===== config.mk =====
export PLATFORM = sky130hd
export DESIGN_NAME = column_scheduler
export DESIGN_NICKNAME = d
export VERILOG_FILES = /design/src/rtl/column_scheduler_pkg.sv /design/src/rtl/column_scheduler_counter.sv /design/src/rtl/column_scheduler.sv
export SDC_FILE = /design/constraint.sdc
export NUM_CORES = 1
export LEC_CHECK = 0
export CELL_PAD_IN_SITES_DETAIL_PLACEMENT = 1
export CELL_PAD_IN_SITES_GLOBAL_PLACEMENT = 2
export CORE_UTILIZATION = 24
export DETAILED_ROUTE_END_ITERATION = 16
export PLACE_DENSITY = 0.95
export SLEW_MARGIN = 25
export SYNTH_ARGS = -nofsm -noshare
export SYNTH_HDL_FRONTEND = slang
export SYNTH_SLANG_ARGS = --single-unit

===== constraint.sdc =====
create_clock -name clock -period 3.36 [get_ports clock]
set_clock_uncertainty 0.05 [all_clocks]
set_input_delay 0.504 -clock clock [delete_from_list [all_inputs] [get_ports clock]]
set_output_delay 0.504 -clock clock [all_outputs]
set_load 0.02 [all_outputs]

===== src/rtl/column_scheduler_pkg.sv =====
// Shared constants, state encoding and beta helper for the column scheduler.
package column_scheduler_pkg;

  localparam int NUM_COLS_DEF  = 160;
  localparam int COL_W         = 8;
  localparam int BETA_W        = 10;
  localparam int POS_W         = 13;
  localparam int SCREEN_CENTRE = NUM_COLS_DEF / 2;

  typedef enum logic [2:0] {
    ST_IDLE,
    ST_LAUNCH,
    ST_WAIT,
    ST_ADVANCE,
    ST_DONE
  } sched_state_e;

  // Ray angle offset of a column relative to the screen centre, two's complement.
  function automatic logic [BETA_W-1:0] col_to_beta(input logic [COL_W-1:0] col,
                                                    input int centre);
    return BETA_W'(col) - BETA_W'(centre);
  endfunction

endpackage


===== src/rtl/column_scheduler_counter.sv =====
// Column index register: synchronous clear, increment and terminal-count flag.
module column_counter
  import column_scheduler_pkg::*;
#(
  parameter int NUM_COLS = NUM_COLS_DEF
) (
  input  logic             clock,
  input  logic             resetn,
  input  logic             clear,
  input  logic             inc,
  output logic [COL_W-1:0] count,
  output logic             last
);

  always_ff @(posedge clock) begin
    if (!resetn || clear) begin
      count <= '0;
    end else if (inc) begin
      count <= count + 1'b1;
    end
  end

  assign last = (count == COL_W'(NUM_COLS - 1));

endmodule


===== src/rtl/column_scheduler.sv =====
// Walks a frame column by column, launching the slice engine once per column.
// Optional WAIT timeout is enabled with the COLUMN_SCHED_TIMEOUT_EN macro.
module column_scheduler
  import column_scheduler_pkg::*;
#(
  parameter int NUM_COLS    = NUM_COLS_DEF,
  parameter int TIMEOUT_CYC = 1024
) (
  input  logic                     clock,
  input  logic                     resetn,
  input  logic                     frame_start,
  input  logic                     abort,
  input  logic signed [POS_W-1:0]  player_x,
  input  logic signed [POS_W-1:0]  player_y,
  input  logic                     slice_done,
  output logic signed [POS_W-1:0]  px_o,
  output logic signed [POS_W-1:0]  py_o,
  output logic [COL_W-1:0]         col_o,
  output logic signed [BETA_W-1:0] beta_o,
  output logic                     slice_start,
  output logic                     frame_busy,
  output logic                     frame_done,
  output logic                     timeout_err
);

  localparam int CENTRE = (NUM_COLS == NUM_COLS_DEF) ? SCREEN_CENTRE : NUM_COLS / 2;

  // Slice handshake: slice_start is a one-cycle launch with no backpressure;
  // the engine answers with slice_done, which is only sampled while in WAIT.
  sched_state_e state, state_n;
  logic         accept;
  logic         col_clear;
  logic         col_inc;
  logic         col_last;
  logic         wait_expired;

  column_counter #(.NUM_COLS(NUM_COLS)) u_col (
    .clock  (clock),
    .resetn (resetn),
    .clear  (col_clear),
    .inc    (col_inc),
    .count  (col_o),
    .last   (col_last)
  );

  always_ff @(posedge clock) begin
    if (!resetn) begin
      state <= ST_IDLE;
      px_o  <= '0;
      py_o  <= '0;
    end else begin
      state <= state_n;
      if (accept) begin
        px_o <= player_x;
        py_o <= player_y;
      end
    end
  end

  always_comb begin
    state_n   = state;
    accept    = 1'b0;
    col_clear = 1'b0;
    col_inc   = 1'b0;
    unique case (state)
      ST_IDLE: begin
        if (frame_start) begin
          accept    = 1'b1;
          col_clear = 1'b1;
          state_n   = ST_LAUNCH;
        end
      end
      ST_LAUNCH:  state_n = ST_WAIT;
      ST_WAIT: begin
        if (slice_done || wait_expired) state_n = ST_ADVANCE;
      end
      ST_ADVANCE: begin
        if (col_last) begin
          state_n = ST_DONE;
        end else begin
          col_inc = 1'b1;
          state_n = ST_LAUNCH;
        end
      end
      ST_DONE:    state_n = ST_IDLE;
      default:    state_n = ST_IDLE;
    endcase
    // Abort overrides everything once a frame is in flight.
    if (abort && (state != ST_IDLE)) begin
      state_n = ST_IDLE;
      col_inc = 1'b0;
    end
  end

`ifdef COLUMN_SCHED_TIMEOUT_EN
  localparam int WAIT_W = $clog2(TIMEOUT_CYC + 1);

  logic [WAIT_W-1:0] wait_cnt;
  logic              timeout_q;

  always_ff @(posedge clock) begin
    if (!resetn || (state != ST_WAIT)) begin
      wait_cnt <= '0;
    end else begin
      wait_cnt <= wait_cnt + 1'b1;
    end
  end

  assign wait_expired = (state == ST_WAIT) && (wait_cnt == WAIT_W'(TIMEOUT_CYC - 1));

  always_ff @(posedge clock) begin
    if (!resetn) begin
      timeout_q <= 1'b0;
    end else if (wait_expired && !slice_done && !abort) begin
      timeout_q <= 1'b1;
    end
  end

  assign timeout_err = timeout_q;
`else
  assign wait_expired = 1'b0;
  assign timeout_err  = 1'b0;
`endif

  assign slice_start = (state == ST_LAUNCH);
  assign frame_busy  = (state != ST_IDLE);
  assign frame_done  = (state == ST_DONE);
  assign beta_o      = col_to_beta(col_o, CENTRE);

endmodule


# Yosys cells after proc, flatten, opt, wreduce, memory -nomap -nowiden
# Index checks and enable logic that the tools add are counted.
[totals]
output_inout_bits = 48
inputBits = 31
regBits = 37
wordCells = 30
[classes]
n_bitwise = 1
n_addsub = 2
reduce_logical = 7
eq_ne = 7
muxes = 9
[ops]
columns = ["cell", "count"]
rows = [
  ["$pmux W3 S4", 1],
  ["$mux W3", 3],
  ["$sub A8 B7 Y9 const B", 1],
  ["$add A8 B1 Y8 const B", 1],
  ["$eq A8 B8 Y1 const B", 1],
  ["$eq A3 B2 Y1 const B", 2],
  ["$mux W1", 5],
  ["$ne A2 B2 Y1 const B", 2],
  ["$eq A3 B1 Y1 const B", 1],
  ["$eq A3 B3 Y1 const B", 1],
  ["$logic_not A3 Y1", 1],
  ["$reduce_bool A3 Y1", 1],
  ["$reduce_and A2 Y1", 1],
  ["$reduce_or A2 Y1", 1],
  ["$logic_and A1 B1 Y1", 1],
  ["$logic_not A1 Y1", 1],
  ["$logic_or A1 B1 Y1", 1],
  ["$not A1 Y1", 1],
]

# Longest topological paths before layout
[depth]
word_depth = 4
depth_mapped = 7
mapped_depth_nobuf = 6

# By module
# From an unflattened synthesis, not the netlist that was laid out.
[unflattened]
hier_cells = 192
area_unflattened_um2 = 1576.5
[modules_own_cells]
columns = ["module", "cells_each", "area_each_um2", "n_inst", "seq_area_each_um2"]
rows = [
  ["column_scheduler", 152, 1219.9, 1, 580.6],
  ["column_counter", 40, 356.6, 1, 160.2],
]

# Worst setup path after synthesis
# Ideal clock, no wire load.
[synth_path]
kind = "reg2out"
startpoint = "register u_col.count[4]"
endpoint = "output port beta_o[9]"
required_ns = 2.806
arrival_ns = 1.525
n_path_buf = 1
stages_incl_launch_ff = 6
slack_ns = 1.281
path_cell_list = "dfxtp_1 inv_1 ha_1 inv_1 a21oi_1 buf_4"
[synth_between]
elab_chain_cells = 1
[synth_rtl]
columns = ["item", "line", "source"]
rows = [
  ["start, declared", "column_scheduler_counter.sv:11", "output logic [COL_W-1:0] count,"],
  ["start signal, assigned", "column_scheduler_counter.sv:19", "count <= count + 1'b1;"],
  ["$sub A8 B7 Y9", "column_scheduler_pkg.sv:21", "return BETA_W'(col) - BETA_W'(centre);"],
  ["end, declared", "column_scheduler.sv:19", "output logic signed [BETA_W-1:0] beta_o,"],
]
# Every way passes these cells.

# Final worst setup path
[layout_path]
startpoint = "register u_col.count[4]"
endpoint = "output port beta_o[6]"
# The elaborated chain is that of the path after synthesis.

==> summary.md <==
| Metric | Value |
|---|---|
| CP max stage delay | `about 0.62 ns` |
| Commonest non-fill, non-tap cell in the layout | `clkdlybuf4s50_1` |
| Share of layout cells above drive strength 1 | `4.91%` |
| Post_cts resized | `0` |
| Total wire length | `4.33 mm` |
| Hold Path Origin | `px_o[5]` |
| WP data required | `2.81 ns` |
| Synthesis-to-layout area growth | `54.5%` |
| Gate power share | `16.0%` |
| Crit path depth | `4` |
| Final hold violations | `0` |
| Cells after synthesis | `194` |
| Worst r2r src | `u_col.count[0]` |
| Clk pwr share | `a little over 40%` |
| Reg area | `741 sq um` |
| Postcts setup bufs | `0` |
| Longest Clk Path Bufs | `2` |
| Num Clock Sinks | `37` |
| Post-CTS Hold Buffers | `0` |
| Global-route wire length before repair | `7.14 mm` |
| CTS Root Cell | `clkbuf_8` |
| Routed len/inst | `12.7 um` |
| Status | `completed` |
| Most frequent cells in the layout | `clkdlybuf4s50_1, nand2_1, dfxtp_1` |
| Warnings from Yosys | `0` |
| Syn Nets | `229` |
| Avg Cell Area, Syn | `approximately 8.6 sq um` |
| Diode count | `0` |
| Worst-path clk slew | `0.07 ns` |
| Worst VDD drop | `0.207 mV` |
| Slew HR | `61.3%` |
| Largest net degree at the start of global routing | `28` |
| Finish-stage setup viols | `0` |
| Internal power | `848 uW` |
| Worst slew pin tran | `roughly 0.58 ns` |
| Max Freq | `0.419 GHz` |
| ANT nets after route | `0` |
| Hold path depth | `2` |
| Total die area | `between 7000 and 8000 sq um` |
| CTS tree | `yes` |
| Final nets | `~300` |
| Initial antenna violation count | `0` |
| I/O Buffers | `77` |
| Global route overflow | `0` |
| Fin crit share | `71.0%` |
| Sw Pwr | `257 uW` |
| CP bufs+invs | `2` |
| Drt first pass iters | `2` |
| Max_cap viols | `0` |
| Worst Hold End | `px_o[5]` |
| I/O pin cnt | `79` |
| Via Count | `around 1500` |
| CP endpoint kind | `primary output` |
| Die height | `85.2 um` |
| Multi-input logic area | `approximately 790 sq um` |
| DRC viols | `0` |
| CP delay by family, top | `buffers and inverters` |
| DR vias/cell | `around 4.5` |
| Clock latency on the worst-skew pair | `around 0.28 ns` |
| Die Wd | `85.2 um` |
| RSZ-0062 raised after global routing | `no` |
| P_leak | `0.957 nW` |
| Sequential Power Share | `42.9%` |
| FF-to-FF path depth | `5` |
| Pwr Density | `430 nW/um^2` |
| Final min period | `approximately 2.4 ns` |
| Slew Limit Fails | `0` |
| Hold WS | `between 0.4 and 0.5 ns` |
| CP Class | `reg2out` |
| Post-synth top area cell | `dfxtp_1` |
| Startpoint types | `register` |
| Sequential share of the synthesized area | `between 40% and 50%` |
| HPWL after DPL | `3.21 mm` |
| R2r setup slk | `approximately 1.5 ns` |
| Main area contributors after synthesis | `dfxtp_1, nand2_1, a21boi_1, ha_1, a21boi_0` |
| Core ar. | `approximately 6500 sq um` |
| Synth Register Bits | `37` |
| Mapped Area | `around 1700 sq um` |
| Maximum level of the CTS H-tree | `2` |
| Yosys cell types | `33` |
| Hold Crit Class | `reg2reg` |
| # fillers | `between 700 and 800` |
| Sw frac | `roughly 23%` |
| RD Place Congestion | `0.726` |
| Critical path arrival | `1.83 ns` |
| Top cell type's share of synthesized area | `44.6%` |
| Worst reg2reg path endpoint | `u_col.count[1]` |
| All-layer global routing usage | `about 12%` |
| Starting Density | `between 20% and 30%` |
| Starting DRT DRC Count | `21` |
| Setup_tns | `0 ns` |
| Crit-path max FO | `7` |
| CP max-delay cell | `clkdlybuf4s50_1` |
| Row cnt | `29` |
| Num CTS Buffers | `5` |
| Cell Chain, Critical Path | `inv_1, ha_1, xnor2_1, clkdlybuf4s50_1` |
| Vias in the first global route | `1550` |
worst register-to-register path, stage by stage, from the launching register on:
cell,delay (ns)
dfxtp_1,0.44
ha_1,0.26
nand4b_1,0.31
o21ai_1,0.40
mux2i_1,0.24
nor2_1,0.06
power by group through the flow:
stage / clock, mW / combinational (mW) / sequential, mW
detailed placement: 0 / 0.181 / 0.485
global route: 0.486 / 0.193 / 0.478
CTS: 0.469 / 0.182 / 0.475
global placement: 0 / 0.179 / 0.484
floorplan: 0 / 0.0695 / 0.506
finish: 0.453 / 0.177 / 0.474
cell families (layout without fill, tap and decap cells):
logic type	after synthesis	in the layout	share of synthesized area, %
other	1	1	0.226
AO/OA/AOI/OAI	38	38	15.9
adder cells (fa/ha/maj)	4	4	3.01
flip-flops	37	37	44.6
XOR/XNOR	8	8	4.22
multiplexers	2	2	1.20
AND/OR/NAND/NOR	82	82	22.9
buffers and inverters	22	93	7.98
through the flow:
stage	instance area [sq um]	power (mW)	utilization, %	instances	setup WS, ns
floorplan	1660	0.576	-	194	1.28
global placement	2430	0.663	37.3	334	1.30
detailed placement	2430	0.666	37.3	334	1.26
CTS	2570	1.13	39.3	342	0.949
global route	2570	1.16	39.3	342	0.830
finish	2570	1.10	39.3	342	0.973
per-layer routing:
layer / track usage, % / wire [um] / vias up
met5: 0 / 0 / -
met2: 21.3 / 2020 / 51
met3: 3.31 / 290 / 6
met4: 4.16 / 49 / 0
li1: - / - / 771
met1: 14.8 / 1980 / 697
cell usage after synthesis, drive strengths merged:
library cell   n
and2           2
or3            3
xnor2          3
and4           2
dfxtp         37
o2111ai        1
buf           13
nor3           2
o21ai          6
nand4b         1
nand2         55
clkbuf         3
o211ai         2
a21oi          3
and3           1
conb           1
and4bb         1
nor2           7
nand4          2
xor2           5
ha             4
mux2i          2
a21boi        26
or2            1
nand3          3
inv            6
nor3b          2
worst max path at each step:
stage	endpoint	start
floorplan	beta_o[9]	u_col.count[4]
global placement	u_col.count[6]	abort
detailed placement	u_col.count[6]	abort
CTS	beta_o[6]	u_col.count[4]
global route	beta_o[9]	u_col.count[4]
finish	beta_o[6]	u_col.count[4]
cell type report:
type,instances,share of cell area [%]
tap,77,3.75
timing repair buffer,79,30.6
clock inverter,3,2.53
multi-input combinational,135,30.7
clock buffer,5,2.68
inverter,6,0.877
sequential,37,28.8
flip-flops by register name (all words and copies together) (netlist names):
signal,count
px_o,13
py_o,13
state,3
u_col.count,8
(Power assumes the default switching activity.)
